## src/rtl/exu_bju_pipe.sv

```systemverilog
// Registered branch/jump resolve unit with a valid/ready output stage and flush.
// Define TOYSOC_BJU_BHT_EN to build the 2-bit branch-history counter table and its lookup port.
module exu_bju_pipe #(
  parameter int XLEN      = 32,
  parameter int BHT_DEPTH = 64
) (
  input  logic            i_clk,
  input  logic            i_rst,
  input  logic            i_flush,
  input  logic            i_valid,
  output logic            o_ready,
  input  logic [7:0]      i_bjuop,
  input  logic [XLEN-1:0] i_op1,
  input  logic [XLEN-1:0] i_op2,
  input  logic [XLEN-1:0] i_rs1rdata,
  input  logic [XLEN-1:0] i_offset,
  input  logic [XLEN-1:0] i_pc,
  input  logic            i_pred_taken,
  input  logic [XLEN-1:0] i_pred_addr,
  output logic            o_valid,
  input  logic            i_ready,
  output logic            o_jump,
  output logic [XLEN-1:0] o_jaddr,
  output logic [XLEN-1:0] o_link,
  output logic            o_redirect,
  output logic [XLEN-1:0] o_redirect_addr,
  input  logic [XLEN-1:0] i_lkp_pc,
  output logic            o_lkp_taken
);

  logic            valid_reg, jump_reg, redirect_reg;
  logic [XLEN-1:0] jaddr_reg, link_reg, redirect_addr_reg;
  logic            accept;
  logic            taken, is_cond, is_jalr, mispredict;
  logic [XLEN-1:0] jalr_sum, target, fall_through;

  assign o_ready = ~valid_reg | i_ready;
  assign accept  = i_valid & o_ready;

  // Multi-hot ops resolve by priority, lowest bit first.
  always_comb begin
    taken   = 1'b0;
    is_cond = 1'b0;
    is_jalr = 1'b0;
    if (i_bjuop[0]) begin
      is_cond = 1'b1;
      taken   = (i_op1 == i_op2);
    end else if (i_bjuop[1]) begin
      is_cond = 1'b1;
      taken   = (i_op1 != i_op2);
    end else if (i_bjuop[2]) begin
      is_cond = 1'b1;
      taken   = ($signed(i_op1) < $signed(i_op2));
    end else if (i_bjuop[3]) begin
      is_cond = 1'b1;
      taken   = ($signed(i_op1) >= $signed(i_op2));
    end else if (i_bjuop[4]) begin
      is_cond = 1'b1;
      taken   = (i_op1 < i_op2);
    end else if (i_bjuop[5]) begin
      is_cond = 1'b1;
      taken   = (i_op1 >= i_op2);
    end else if (i_bjuop[6]) begin
      taken   = 1'b1;
    end else if (i_bjuop[7]) begin
      taken   = 1'b1;
      is_jalr = 1'b1;
    end
  end

  assign jalr_sum     = i_rs1rdata + i_offset;
  assign target       = is_jalr ? {jalr_sum[XLEN-1:1], 1'b0} : (i_pc + i_offset);
  assign fall_through = i_pc + XLEN'(4);
  assign mispredict   = (taken != i_pred_taken) | (taken & (target != i_pred_addr));

  // Flush wins over accept; a drained result leaves its data registers as-is.
  always_ff @(posedge i_clk) begin
    if (i_rst) begin
      valid_reg         <= 1'b0;
      jump_reg          <= 1'b0;
      redirect_reg      <= 1'b0;
      jaddr_reg         <= '0;
      link_reg          <= '0;
      redirect_addr_reg <= '0;
    end else if (i_flush) begin
      valid_reg <= 1'b0;
    end else if (accept) begin
      valid_reg         <= 1'b1;
      jump_reg          <= taken;
      redirect_reg      <= mispredict;
      jaddr_reg         <= target;
      link_reg          <= fall_through;
      redirect_addr_reg <= taken ? target : fall_through;
    end else if (valid_reg & i_ready) begin
      valid_reg <= 1'b0;
    end
  end

  assign o_valid         = valid_reg;
  assign o_jump          = jump_reg;
  assign o_jaddr         = jaddr_reg;
  assign o_link          = link_reg;
  assign o_redirect      = valid_reg & redirect_reg;
  assign o_redirect_addr = redirect_addr_reg;

`ifdef TOYSOC_BJU_BHT_EN
  localparam int IDX_W = $clog2(BHT_DEPTH);

  logic [IDX_W-1:0]     upd_idx, lkp_idx;
  logic                 bht_we;
  logic [BHT_DEPTH-1:0] bht_dir;
  logic                 unused_lkp;

  assign upd_idx    = i_pc[IDX_W+1:2];
  assign lkp_idx    = i_lkp_pc[IDX_W+1:2];
  assign bht_we     = accept & ~i_flush & is_cond;
  assign unused_lkp = ^i_lkp_pc;

  genvar gi;
  generate
    for (gi = 0; gi < BHT_DEPTH; gi++) begin : g_bht
      logic [1:0] ctr_reg;
      always_ff @(posedge i_clk) begin
        if (i_rst) begin
          ctr_reg <= 2'b01;
        end else if (bht_we && (upd_idx == IDX_W'(gi))) begin
          if (taken && (ctr_reg != 2'b11))
            ctr_reg <= ctr_reg + 2'b01;
          else if (!taken && (ctr_reg != 2'b00))
            ctr_reg <= ctr_reg - 2'b01;
        end
      end
      assign bht_dir[gi] = ctr_reg[1];
    end
  endgenerate

  // Combinational read: a same-cycle update is not visible until the next cycle.
  assign o_lkp_taken = bht_dir[lkp_idx];
`else
  logic unused_bht;
  assign unused_bht  = ^{i_lkp_pc, is_cond};
  assign o_lkp_taken = 1'b0;
`endif

endmodule

```

## config.mk

```make
export PLATFORM = sky130hd
export DESIGN_NAME = exu_bju_pipe
export DESIGN_NICKNAME = d
export VERILOG_FILES = /design/src/rtl/exu_bju_pipe.sv
export SDC_FILE = /design/constraint.sdc
export NUM_CORES = 1
export LEC_CHECK = 0
export BUFFER_PORTS_ARGS = -buffer_cell sky130_fd_sc_hd__buf_4
export CORE_AREA = 2 2 174 125
export DETAILED_ROUTE_END_ITERATION = 6
export DIE_AREA = 0 0 176 127
export PLACE_DENSITY = 0.87
export SETUP_SLACK_MARGIN = 0.4
export SYNTH_ARGS = -nofsm -noshare
export SYNTH_HDL_FRONTEND = slang
export SYNTH_SLANG_ARGS = --single-unit
```

## constraint.sdc

```tcl
create_clock -name i_clk -period 4.7 [get_ports i_clk]
set_input_delay 0.47 -clock i_clk [delete_from_list [all_inputs] [get_ports i_clk]]
set_output_delay 0.47 -clock i_clk [all_outputs]
set_load 0.01 [all_outputs]
```

==> results.cfg, run 1 <==
[setup_path]
worstPathArrival_ps = 4390
crit_type = input port to register
worstSetupEndpointType = register
worstPathRequired_ps = 4920
critical_path.max_fanout = 4
critPathLaunchType = input port

[timing]
fin_crit_ps = 4170
rsz0062_at_grt = no
setup_viol = 0
slew_violations = 0
fin_setup_tns_ps = 0
finalHoldViolations = 0
max_freq_mhz = 240
slew_headroom_pct = 32.9
fin_skew_ps = 8.10
fin_ws_ps = 534
fin_crit_sh_pct = 88.6
worstMarginPinSlew_ps = 1010

[power]
powerDensity_mw_per_mm2 = 233
vdd_drop_max_uv = 163
leakage_nw = 6.13

[routing]
first_pass_iters = 5
drt-total-wl_mm = 38.6
via_count = 12100
drtIter0Drc = 1300
drcViolationCount = 0
via_per_inst = 6.13
drt.antenna.violating_nets = 0
post_drt_wl_per_cell_um = 19.5

[finish]
layout_common_cells = 321 x buf_4, 151 x nand2_1, 141 x nor2_1
final_common_cell = buf_4
finish.utilization_pct = 65.8
fillers = 1751
diodes = 0
layout.nets = 2030
layout-area-overhead-vs-synth_pct = 25.8
drive_above_1_share_pct = 21.6

[floorplanning]
start_util_pct = 52.3
ios = 339
core_area_mm2 = 0.0205
dieHeight_um = 127
die_width_um = 176
num_rows = 44
die_area_mm2 = 0.0224

[place]
port_buffers = 305
gp_congestion = 1.00
dp_hpwl_mm = 32.0
pre_cts_ws_ps = 196

[global_route]
grt_usage_pct = 33.6
busiest_layer = met1
grt_pass1_wl_mm = 59.1
met1_usage_pct = 50.6
grtUsageMet3_pct = 8.27
antenna_found_initial = 0
grt_max_degree = 101
gr-total-overflow = 0
grt_pass1_vias = 10900
grtUsageMet2_pct = 47.5

[logic_synthesis]
yosys_warnings = 0
synth_ff_type = dfxtp_1
seq_area_frac_synth_pct = 18.5
synthCells = 1444
syn-num-nets = 1778
avgSynthCellArea_um2 = 7.44
synth_area_mm2 = 0.0107
synthArstFlopShare_pct = 0
synth_edf_count = 0
ys_ff_latch = 99
synth.distinct_cells = 82

[clock_network]
path_clk_slew_ps = 60
cts_buffers = 9
cts_sinks = 99
cts_tree = done
clock_latency_ps = 350
clockBufferDepth = 2
root_buffer = clkbuf_16
htree_levels = 3
cts_hold_buf = 0

[status]
status = completed

[worst_hold_path]
hold_path_class = input port to register

[flow_run]
cap_violations = 0
-- metal layers --
| metal | routed length (µm) | share of wire, % |
|---|---|---|
| met2 | 15200 | 39 |
| met4 | 866 | 2.2 |
| met5 | 0 | 0 |
| met3 | 5130 | 13 |
| met1 | 17500 | 45 |
-- final timing paths --
kind                                                  startpoint  slack [ps]                                to  cells past startpoint
worst max-delay path                                     i_pc[0]         530         redirect_reg$_SDFFE_PP0P_                     16
worst min-delay path                                     i_flush         310              o_valid$_SDFFE_PP0P_                      2
worst max register to register              o_valid$_SDFFE_PP0P_         950         redirect_reg$_SDFFE_PP0P_                     12
worst min register to register  o_redirect_addr[10]$_SDFFE_PP0P_         460  o_redirect_addr[10]$_SDFFE_PP0P_                      2
-- synth_stat cells (6+ instances only) --
cell type / count / area share (%)
o21ai_0: 39 / 1.8
o21ai_1: 8 / 0.37
and3_1: 26 / 1.5
and4_1: 6 / 0.49
o21a_1: 12 / 0.84
and2_1: 19 / 1.1
o211ai_1: 14 / 0.98
xnor2_1: 39 / 3.2
a31oi_1: 16 / 0.93
nand4_1: 27 / 1.6
o31ai_1: 7 / 0.49
nor2_1: 143 / 5.0
clkbuf_1: 61 / 2.1
a21oi_1: 121 / 5.6
ha_1: 94 / 11
a21boi_0: 6 / 0.42
mux2i_1: 47 / 4.4
a211oi_1: 72 / 5.0
inv_1: 52 / 1.8
xor2_1: 41 / 3.3
nand3_1: 43 / 2.0
nor2b_1: 14 / 0.82
or3_1: 18 / 1.0
a211o_1: 9 / 0.73
buf_2: 9 / 0.42
or4_1: 8 / 0.56
a21o_1: 36 / 2.5
buf_1: 8 / 0.28
nor3b_1: 6 / 0.42
nand2_1: 152 / 5.3
nor4b_1: 11 / 0.90
xnor3_1: 8 / 1.7
dfxtp_1: 99 / 18
nand3b_1: 11 / 0.77
nand2b_1: 15 / 0.87
nor3_1: 32 / 1.5
nor4_1: 13 / 0.76
or2_2: 9 / 0.52
-- logic make-up (layout without fill, tap and decap cells) --
group	count (synthesis)	in the layout	share of synthesized area [%]
AND/OR/NAND/NOR	567	567	26.5
AO/OA/AOI/OAI	410	410	25.9
buffers and inverters	133	390	4.89
flip-flops	99	99	18.5
adder cells (fa/ha/maj)	96	96	11.3
XOR/XNOR	88	88	8.20
multiplexers	50	50	4.70
other	1	1	0.0349
-- report_power, final --
group          internal, mW  switching, mW  total [mW]  leakage [nW]
Sequential            0.901         0.0410       0.942         0.814
Clock                 0.386          0.307       0.693         0.135
Combinational         0.657          0.857        1.51          5.18
Total                  1.94           1.20        3.15          6.13
-- per-stage QoR --
step	instance area, µm²	hold slack (ps)	power, mW	std cells
6_report	13500	306	3.15	1977
5_1_grt	13500	296	3.32	1977
4_1_cts	13500	304	3.11	1976
3_5_place_dp	13200	450	2.43	1960
3_3_place_gp	13200	441	2.40	1960
2_1_floorplan	10700	476	1.87	1444
-- critical path: stages --
cell	delay, ps
buf_4	140
ha_1	210
fa_1	440
a211oi_2	270
o21ai_1	220
a2111oi_4	490
buf_4	200
o31ai_1	70
a31oi_1	220
xor2_1	270
xnor2_1	120
o32ai_1	340
o2111ai_1	330
nor4_4	380
buf_4	170
nor2_1	30
-- cell type report --
type                    count  area, µm²  share of cell area, %
clock inverters             4       25.0                  0.185
inverters                  52        195                   1.44
clock buffers              12        256                   1.90
repair buffers            322       2430                   18.0
multi-input cells        1212       8280                   61.3
flip-flops and latches     99       1980                   14.7
well taps                 276        345                   2.56
-- timing repair --
item | 4_1_cts | 5_1_grt
setup buffers | 0 | 1
gates resized for setup | 0 | 3
endpoints found under the setup margin | 0 | 1
Note: power is estimated with default switching activity, not from simulation.
==> run 2: changes to the inputs <==
--- a/config.mk
+++ b/config.mk
@@ -6,11 +6,11 @@
 export NUM_CORES = 1
 export LEC_CHECK = 0
 export BUFFER_PORTS_ARGS = -buffer_cell sky130_fd_sc_hd__buf_4
-export CORE_AREA = 2 2 174 125
+export CORE_AREA = 2 2 146 148
 export DETAILED_ROUTE_END_ITERATION = 6
-export DIE_AREA = 0 0 176 127
+export DIE_AREA = 0 0 148 150
 export PLACE_DENSITY = 0.87
-export SETUP_SLACK_MARGIN = 0.4
+export SETUP_SLACK_MARGIN = 0.2
 export SYNTH_ARGS = -nofsm -noshare
 export SYNTH_HDL_FRONTEND = slang
 export SYNTH_SLANG_ARGS = --single-unit
==> constraint.sdc (replaced) <==
create_clock -name i_clk -period 4.7 [get_ports i_clk]
set_input_delay 0.94 -clock i_clk [delete_from_list [all_inputs] [get_ports i_clk]]
set_output_delay 0.94 -clock i_clk [all_outputs]
set_load 0.01 [all_outputs]
==> run 2 against run 1 <==
Compared with the run above: total power is 0.98% higher; routed wire length is 3.1% lower; die area is 0.68% lower; non-clock buffer count is 25 higher; fmax is 4.6% lower; flip-flop and latch count stayed put; sequential share of layout area is 0.23 points lower; critical path type unchanged.
==> results.cfg, run 2 (synthesis gave the netlist of run 1 again) <==
[setup_path]
cp_cell_sequence = buf_4 > ha_1 > fa_1 > a211oi_2 > o21ai_2 > a2111oi_4 > buf_4 > o31ai_1 > a31oi_1 > xor2_1 > xnor2_1 > o32ai_2 > o2111ai_1 > nor4_2 > buf_4 > nor2_1
crit_top_cell = buf_4
worstPathArrival_ps = 4600
worstSetupEndpointType = register
worstPathRequired_ps = 4930
r2r_start = o_valid$_SDFFE_PP0P_
cpMaxStageDelayCell = a2111oi_4
critPathMaxStageDelay_ps = 450
crit_type = input port to register
critPathLaunch = i_pc[0]
critPathLaunchType = input port
critical_path.max_fanout = 3
reg2regPathDepth = 13

[finish]
layout.nets = 2055
layout_common_cells = 345 x buf_4, 151 x nand2_1, 141 x nor2_1
multiInputGateArea_mm2 = 0.00828
finish.utilization_pct = 66.4
fillers = 1782
layout-area-overhead-vs-synth_pct = 27.9
final_common_cell = buf_4
drive_above_1_share_pct = 22.8
regArea_mm2 = 0.00198

[place]
gp_congestion = 0.929
port_buffers = 305
dp_hpwl_mm = 30.9

[worst_hold_path]
hp-start = o_redirect_addr[21]$_SDFFE_PP0P_
hold_path_class = register to register
min_path_cells = 2

[floorplanning]
num_rows = 53
die_area_mm2 = 0.0222
start_util_pct = 51.9
dieHeight_um = 150
ios = 339
die_width_um = 148
core_area_mm2 = 0.0207

[global_route]
grt_usage_pct = 32.2
antenna_found_initial = 1
grt_pass1_vias = 11200
met1_usage_pct = 43.7
grtUsageMet2_pct = 52.6
grtUsageMet3_pct = 4.24
grt_pass1_wl_mm = 57.4
gr-total-overflow = 0
grt_max_degree = 101
busiest_layer = met2

[timing]
fin_skew_ps = 6.54
rsz0062_at_grt = no
slew_headroom_pct = 33.2
setup_viol = 0
finalHoldViolations = 0
worstMarginPinSlew_ps = 1000
hold_ws_ps = 452
slew_violations = 0
fin_crit_sh_pct = 92.9
max_freq_mhz = 229
fin_crit_ps = 4370

[power]
powerDensity_mw_per_mm2 = 232
leakage_nw = 6.25
vdd_drop_max_uv = 158

[routing]
via_count = 12200
first_pass_iters = 5
post_drt_wl_per_cell_um = 18.7
via_per_inst = 6.08
drcViolationCount = 0
drt.antenna.violating_nets = 0
drt-total-wl_mm = 37.4
drtIter0Drc = 1029

[flow_run]
cap_violations = 0

[clock_network]
clockBufferDepth = 2
root_buffer = clkbuf_16
htree_levels = 3
cts_sinks = 99
path_clk_slew_ps = 60
cts_tree = done
clock_latency_ps = 340
cts_buffers = 9
cts_hold_buf = 0

[status]
status = completed
run 2: path summary, 6_finish.rpt:
kind | to | slack (ps)
max | redirect_reg$_SDFFE_PP0P_ | 330
min | o_redirect_addr[21]$_SDFFE_PP0P_ | 450
max reg2reg | redirect_reg$_SDFFE_PP0P_ | 920
min reg2reg | o_redirect_addr[21]$_SDFFE_PP0P_ | 450
run 2: critical path, delay by kind of cell:
kind | cells | cell delay (ps)
AO/OA/AOI/OAI | 7 | 1730
adder cells (fa/ha/maj) | 2 | 650
buffers and inverters | 3 | 480
XOR/XNOR | 2 | 420
AND/OR/NAND/NOR | 2 | 370
run 2: per-layer routing:
layer / vias up / part of all wire [%]
li1: 5894 / -
met1: 5639 / 42
met2: 555 / 45
met3: 82 / 8.7
met4: 0 / 3.8
met5: - / 0
run 2: what timing repair did:
action / in CTS / in global routing
hold endpoints to repair: 0 / 0
endpoints found under the setup margin: 0 / 1
setup buffers: 0 / 2
resized for setup: 0 / 5
run 2: power by group:
group	switching [mW]	total (mW)	internal [mW]
Clock	0.299	0.716	0.417
Combinational	0.838	1.52	0.685
Sequential	0.0389	0.940	0.901
Total	1.18	3.18	2.00
run 2: final cells by class:
cell class	count	share of cell area (%)
tap	275	2.51
inverter	52	1.42
timing repair buffer	347	19.2
clock inverter	1	0.0364
clock buffer	15	2.10
antenna	1	0.0182
multi-input combinational	1212	60.3
sequential	99	14.4
run 2: metrics by stage:
| stage | setup TNS (ps) | cells | instance area (µm²) | worst slack, ps | power (mW) |
|---|---|---|---|---|---|
| after detailed placement | -85.1 | 1983 | 13400 | -85.1 | 2.44 |
| final | 0 | 2002 | 13700 | 332 | 3.18 |
| after CTS | 0 | 1999 | 13700 | 259 | 3.15 |
| after global routing | 0 | 2002 | 13700 | 168 | 3.36 |
| after floorplan | 0 | 1444 | 10700 | 472 | 1.87 |
| after global placement | 0 | 1983 | 13400 | 14.2 | 2.40 |
